$ cat config.mk
export PLATFORM = sky130hd
export DESIGN_NAME = dat_mem_copy
export DESIGN_NICKNAME = d
export VERILOG_FILES = /design/src/rtl/dat_mem_copy.sv
export SDC_FILE = /design/constraint.sdc
export NUM_CORES = 1
export LEC_CHECK = 0
export ABC_AREA = 1
export CORE_MARGIN = 1.5
export CORE_UTILIZATION = 35
export DETAILED_ROUTE_END_ITERATION = 8
export DONT_BUFFER_PORTS = 1
export PLACE_DENSITY_LB_ADDON = 0.15
export SETUP_SLACK_MARGIN = 0.4
export SYNTH_ARGS = -nofsm -noshare
export SYNTH_HDL_FRONTEND = slang
export SYNTH_SLANG_ARGS = --single-unit
$ cat constraint.sdc
create_clock -name clk -period 2.7 [get_ports clk]
set_input_delay 0.405 -clock clk [delete_from_list [all_inputs] [get_ports clk]]
set_output_delay 0.405 -clock clk [all_outputs]
set_load 0.01 [all_outputs]
$ cat src/rtl/dat_mem_copy.sv
// Block-copy engine owning the data memory write port: copies len bytes src->dst, one byte per two cycles.
// Optional fill mode (one byte per cycle, constant value) is built only when DAT_MEM_COPY_FILL_EN is defined.
module dat_mem_copy #(
  parameter int AW = 8,
  parameter int DW = 8
) (
  input  logic          clk,
  input  logic          rst_n,
  input  logic          start,
  input  logic [AW-1:0] src_addr,
  input  logic [AW-1:0] dst_addr,
  input  logic [7:0]    len,
  input  logic          fill,
  input  logic [DW-1:0] fill_val,
  output logic          busy,
  output logic          done,
  output logic [AW-1:0] mem_addr,
  output logic          mem_wr_en,
  output logic [DW-1:0] mem_dat_in,
  input  logic [DW-1:0] mem_dat_out
);

  // state | meaning
  // IDLE  | waiting for start
  // READ  | source byte on mem_addr, captured at the closing edge
  // WRITE | destination byte written from the data register
  // DONE  | one-cycle completion pulse
  typedef enum logic [1:0] {IDLE, READ, WRITE, DONE} state_t;

  state_t        state;
  logic [AW-1:0] src_q;
  logic [AW-1:0] dst_q;
  logic [7:0]    len_q;
  logic [7:0]    idx;
  logic [7:0]    idx_nxt;

  assign idx_nxt = idx + 8'd1;

`ifdef DAT_MEM_COPY_FILL_EN
  logic fill_q;
`else
  logic unused_fill;
  assign unused_fill = ^{fill, fill_val};
`endif

  // Outputs are registered, so each transition loads the values for the state being entered;
  // mem_dat_in doubles as the data register (and holds the fill byte in fill mode).
  always_ff @(posedge clk) begin
    if (!rst_n) begin
      state      <= IDLE;
      src_q      <= '0;
      dst_q      <= '0;
      len_q      <= '0;
      idx        <= '0;
      busy       <= 1'b0;
      done       <= 1'b0;
      mem_addr   <= '0;
      mem_wr_en  <= 1'b0;
      mem_dat_in <= '0;
`ifdef DAT_MEM_COPY_FILL_EN
      fill_q     <= 1'b0;
`endif
    end else begin
      case (state)
        IDLE: begin
          done       <= 1'b0;
          mem_addr   <= '0;
          mem_wr_en  <= 1'b0;
          mem_dat_in <= '0;
          if (start) begin
            src_q <= src_addr;
            dst_q <= dst_addr;
            len_q <= len;
            idx   <= '0;
            busy  <= 1'b1;
`ifdef DAT_MEM_COPY_FILL_EN
            fill_q <= fill;
`endif
            if (len == 8'd0) begin
              state <= DONE;
              done  <= 1'b1;
            end
`ifdef DAT_MEM_COPY_FILL_EN
            else if (fill) begin
              state      <= WRITE;
              mem_addr   <= dst_addr;
              mem_wr_en  <= 1'b1;
              mem_dat_in <= fill_val;
            end
`endif
            else begin
              state    <= READ;
              mem_addr <= src_addr;
            end
          end
        end
        READ: begin
          state      <= WRITE;
          mem_addr   <= dst_q + AW'(idx);
          mem_wr_en  <= 1'b1;
          mem_dat_in <= mem_dat_out;
        end
        WRITE: begin
          idx <= idx_nxt;
          if (idx_nxt == len_q) begin
            state      <= DONE;
            done       <= 1'b1;
            mem_addr   <= '0;
            mem_wr_en  <= 1'b0;
            mem_dat_in <= '0;
          end
`ifdef DAT_MEM_COPY_FILL_EN
          else if (fill_q) begin
            mem_addr <= dst_q + AW'(idx_nxt);
          end
`endif
          else begin
            state      <= READ;
            mem_addr   <= src_q + AW'(idx_nxt);
            mem_wr_en  <= 1'b0;
            mem_dat_in <= '0;
          end
        end
        DONE: begin
          state <= IDLE;
          done  <= 1'b0;
          busy  <= 1'b0;
        end
        default: state <= IDLE;
      endcase
    end
  end

endmodule

Word-level counts from Yosys, hierarchy flattened --
Index checks and enable logic that the tools add are counted.
Storage, ports and cells: bits in latches 0, register bits 53, ROM bits 0, memory bits (writable) 0, memories 0
Cells by class: eq/ne operators 6, div/mod/pow operators 0, shift-type cells 0, $lt $le $gt $ge 0, reductions and logical operators 12, $add $sub $neg 3, multipliers 0, mux-type cells 18, bitwise gates (word level) 0
Operators by type and width (count):
- $mux W8 | 4
- $pmux W8 S2 | 2
- $pmux W8 S3 | 1
- $add A8 B8 Y8 | 2
- $add A8 B1 Y8 const B | 1
- $eq A8 B8 Y1 | 1
- $logic_not A8 Y1 | 1
- $pmux W2 S4 | 1
- $reduce_and A2 Y1 | 4
- $mux W2 | 3
- $reduce_bool A2 Y1 | 3
- $reduce_bool A3 Y1 | 2
- $eq A2 B2 Y1 const B | 2
- $mux W1 | 4
- $ne A2 B2 Y1 const B | 2
- $pmux W1 S2 | 2
- $pmux W1 S3 | 1
- $eq A2 B1 Y1 const B | 1
- $logic_not A2 Y1 | 1
- $reduce_or A2 Y1 | 1

Longest topological paths before layout --
depth in word-level cells 4, depth in mapped cells 17, depth with buffers taken out 17

Worst setup path before layout --
No wires, ideal clock.
path kind flip-flop to flip-flop, start point register idx[1], end point register mem_addr[7], slack 0.555 ns, buffers on the path 0, period minus slack after synthesis 2.145 ns, setup time 0.066 ns, stages on the path, launching flop included 16, arrival 2.079 ns, path through dfxtp_1 ha_1 nand2_2 o21ai_0 nand2_1 ha_1 a21oi_1 a21boi_0 nand2_1 inv_1 nand2_1 nand2_1 nand3_1 nand2_1 nand2_1 a21oi_2
Between the ends: cells in the longest elaborated chain, start to end 4, elaborated cells on any way between the ends 6
Ends and longest elaborated chain:
- start, declared | line 34 | logic [7:0] idx;
- start signal, assigned | line 104 | idx <= idx_nxt;
- $add A8 B1 Y8 | line 37 | assign idx_nxt = idx + 8'd1;
- $add A8 B8 Y8 / $eq A8 B8 Y1 (equally long branches) | line 119, 105
- $mux W8 | line 105 | if (idx_nxt == len_q) begin
- $pmux W8 S3 (*) | line 64 | case (state)
- end signal, assigned | line 93 | mem_addr <= src_addr;
- end signal, assigned | line 99 | mem_addr <= dst_q + AW'(idx);
- end signal, assigned | line 119 | mem_addr <= src_q + AW'(idx_nxt);
- end, declared | line 17 | output logic [AW-1:0] mem_addr,
Every way passes the cells marked *; elsewhere a longest branch is shown, timed or not. A chain may end at the register's enable or synchronous reset.

Worst setup path in the final report --
start point register idx[5], end point register mem_addr[7]
The elaborated chain is that of the path after synthesis.

==> impl_metrics.json <==
{
  "path_depth": 14,
  "dp_cells": 555,
  "grt_overflow": 0,
  "first_global_vias": 2721,
  "start_util": 0.365,
  "crit_top_cell": "nand2_1",
  "cts_hold_buf": 0,
  "yosysUniqueCellTypes": 35,
  "violations": "design-rule violations",
  "sequentialPowerShare": 0.423,
  "die_h_um": 98.8,
  "clk-insertion-delay-late_ps": 310,
  "final.setup.tns_ps": 0,
  "first_pass_iters": 6,
  "clock_path_buffers": 2,
  "period_minus_slack_ps": 2170,
  "cts_tree": "done",
  "ys_top_cells_by_count": "94 x nand2_1, 54 x inv_1, 53 x dfxtp_1, 48 x o21ai_0, 40 x nand3_1",
  "crit_chain": "nand3_1 -> o21ai_4 -> nand2_4 -> ha_4 -> a21oi_1 -> a21boi_2 -> nand2_1 -> inv_1 -> nand2_1 -> nand2_1 -> nand3_1 -> nand2_1 -> nand2_1 -> a21oi_2",
  "final_antenna_net_count": 0,
  "crit_fanout": 8,
  "avgSynthCellArea_um2": 6.99,
  "wl_um": 7750,
  "tightestPinTransition_ps": 655,
  "max-cap-violations": 0,
  "path_class": "flop to flop",
  "required_ps": 2960,
  "drive_gt1_frac": 0.147,
  "crit_end": "mem_addr[7]",
  "rr_startpoint": "idx[5]",
  "synth_edf_count": 0,
  "synthCells": 460,
  "rsz0062_at_grt": "no",
  "rr_worst_depth": 14,
  "drt_iter0_markers": 83,
  "cts_sinks": 53,
  "die_width_um": 98.8,
  "ys_seq_area_frac": 0.330,
  "gp_congestion": 0.829,
  "ys_ff_latch": 53,
  "cp.buffers_inverters": 1,
  "finalMaxSlewViolations": 0,
  "critPathTopFamily": "simple AND/OR/NAND/NOR gates",
  "reg2reg_slack_ps": 530,
  "cts_inserted_buffers": 5,
  "ys_warn_count": 0,
  "clock_skew_ps": 7.96,
  "hpwl_um": 5680,
  "min_path_type": "input pin to flop",
  "worst_slew_margin_rel": 0.563,
  "grt_antenna_before_repair": 0,
  "drcViolationCount": 1,
  "grt_usage": 0.165,
  "leakage_uw": 0.00164,
  "power_density_nw_per_um2": 769,
  "p_sw_uw": 1190,
  "fp.coreArea_um2": 8810,
  "p_sw_frac": 0.430,
  "setup_viol": 0,
  "multi_input_area_um2": 1990,
  "synthArstFlopShare": 0,
  "pwr-share-clk": 0.173,
  "synth_flop_cell": "dfxtp_1",
  "fillCellCount": 912,
  "htreeDepth": 2,
  "clkTransAtPathRegs_ps": 110,
  "fmax_mhz": 462,
  "final-seq-area_um2": 1070,
  "hold_viol": 0,
  "via_per_inst": 4.92,
  "synth_top_cell_by_area": "dfxtp_1",
  "io_pins": 63,
  "grt_max_degree": 37,
  "crit_start": "idx[5]",
  "fin_nets": 531,
  "slowest_delay_ps": 490,
  "r2r_end": "mem_addr[7]",
  "p_total_uw": 2780,
  "whs_path_depth": 2,
  "numPortBuffers": 0,
  "final_util": 0.410,
  "ys_top_cells_by_area": "dfxtp_1 33%, nand2_1 11%, ha_1 8.6%, o21ai_0 7.5%, inv_1 6.3%",
  "yosysMostFrequentCell": "nand2_1",
  "fin_cells": 572,
  "die_area_um2": 9770,
  "pwr-share-comb": 0.404,
  "peakVddDrop_v": 0.000400,
  "cp.arrival_ps": 2420,
  "antennaDiodeCount": 0,
  "synth_fp_nets": 528,
  "cp-start-kind": "flop",
  "root_buffer": "clkbuf_8",
  "slowest_stage": "dfxtp_1",
  "route.vias.total": 2813,
  "post-route-period-util": 0.802,
  "routedWlPerCell_um": 13.5,
  "synth_area_um2": 3210,
  "grt_pass1_wl_um": 13100,
  "area_delta_synth_final_pct": 12.4,
  "synth_top_cell_area_share": 0.330,
  "rows": 34,
  "run_status": "finished, violations left",
  "end_kind": "flop",
  "power.internal_uw": 1580
}
routing by layer:
metal / share of wire / global-route usage / up-vias
met5: 0 / 0 / -
met2: 0.46 / 0.262 / 42
met3: 0.037 / 0.0312 / 2
met4: 0.0046 / 0.0374 / 0
met1: 0.50 / 0.233 / 1260
li1: - / - / 1509
cells by family (layout without fill, tap and decap cells):
kind of cell,count (synthesis),after routing,share of synthesized area
AND/OR/NAND/NOR,192,192,0.271
AO/OA/AOI/OAI,107,107,0.186
buffers and inverters,74,78,0.0880
flip-flops,53,53,0.330
adder cells (fa/ha/maj),24,24,0.0981
XOR/XNOR,10,10,0.0272
power by group through the flow:
stage | sequential (µW) | clock (µW) | combinational (µW)
after floorplan | 1140 | 0 | 899
after global placement | 1180 | 0 | 1090
after detailed placement | 1180 | 0 | 1110
after CTS | 1170 | 503 | 1120
after global routing | 1210 | 541 | 1310
final | 1170 | 480 | 1120
worst min path at each step:
stage	endpoint	slack (ps)	start
after floorplan	len_q[4]	440	len_q[4]
after global placement	src_q[7]	450	src_q[7]
after detailed placement	src_q[7]	450	src_q[7]
after CTS	done	190	rst_n
after global routing	done	210	rst_n
final	done	210	rst_n
what timing repair did:
item / in CTS / in global routing
endpoints found under the hold margin: 0 / 0
endpoints found under the setup margin: 4 / 5
gates resized for setup: 9 / 24
buffers inserted: 0 / 9
pin swaps: 0 / 6
final cells by class:
type | instances | area share
inverter | 59 | 0.0613
clock inverter | 3 | 0.00693
sequential | 53 | 0.298
timing repair buffer | 11 | 0.0263
clock buffer | 5 | 0.0191
tap | 108 | 0.0374
multi-input combinational | 333 | 0.551
cell usage in the layout (no fill, tap or decap), types with 3 or more instances in the layout:
| cell type | netlist | routed |
|---|---|---|
| a21oi_1 | 39 | 39 |
| a21oi_2 | 9 | 9 |
| buf_4 | 1 | 10 |
| clkbuf_8 | 0 | 5 |
| dfxtp_1 | 53 | 48 |
| dfxtp_4 | 0 | 3 |
| ha_1 | 22 | 16 |
| ha_4 | 0 | 6 |
| inv_1 | 54 | 52 |
| inv_2 | 2 | 5 |
| nand2_1 | 94 | 89 |
| nand2_2 | 2 | 5 |
| nand2_4 | 1 | 3 |
| nand3_1 | 40 | 39 |
| nand3_2 | 3 | 4 |
| nand4_1 | 3 | 3 |
| nor2_1 | 38 | 38 |
| nor2_4 | 4 | 4 |
| o21ai_0 | 48 | 46 |
| o21ai_2 | 2 | 3 |
| xor2_1 | 8 | 8 |
state kept, by name, indices dropped and copies added (netlist names):
name / flops
state: 2
idx: 8
mem_dat_in: 8
len_q: 8
src_q: 8
done: 1
busy: 1
dst_q: 8
mem_addr: 8
mem_wr_en: 1
metrics by stage:
stage	instance area, µm²	setup WS (ps)	hold slack [ps]
2_1_floorplan	3210	555	444
3_3_place_gp	3300	235	452
3_5_place_dp	3300	211	454
4_1_cts	3430	383	191
5_1_grt	3610	367	208
6_report	3610	535	206
Power figures use the tool's default switching activity.
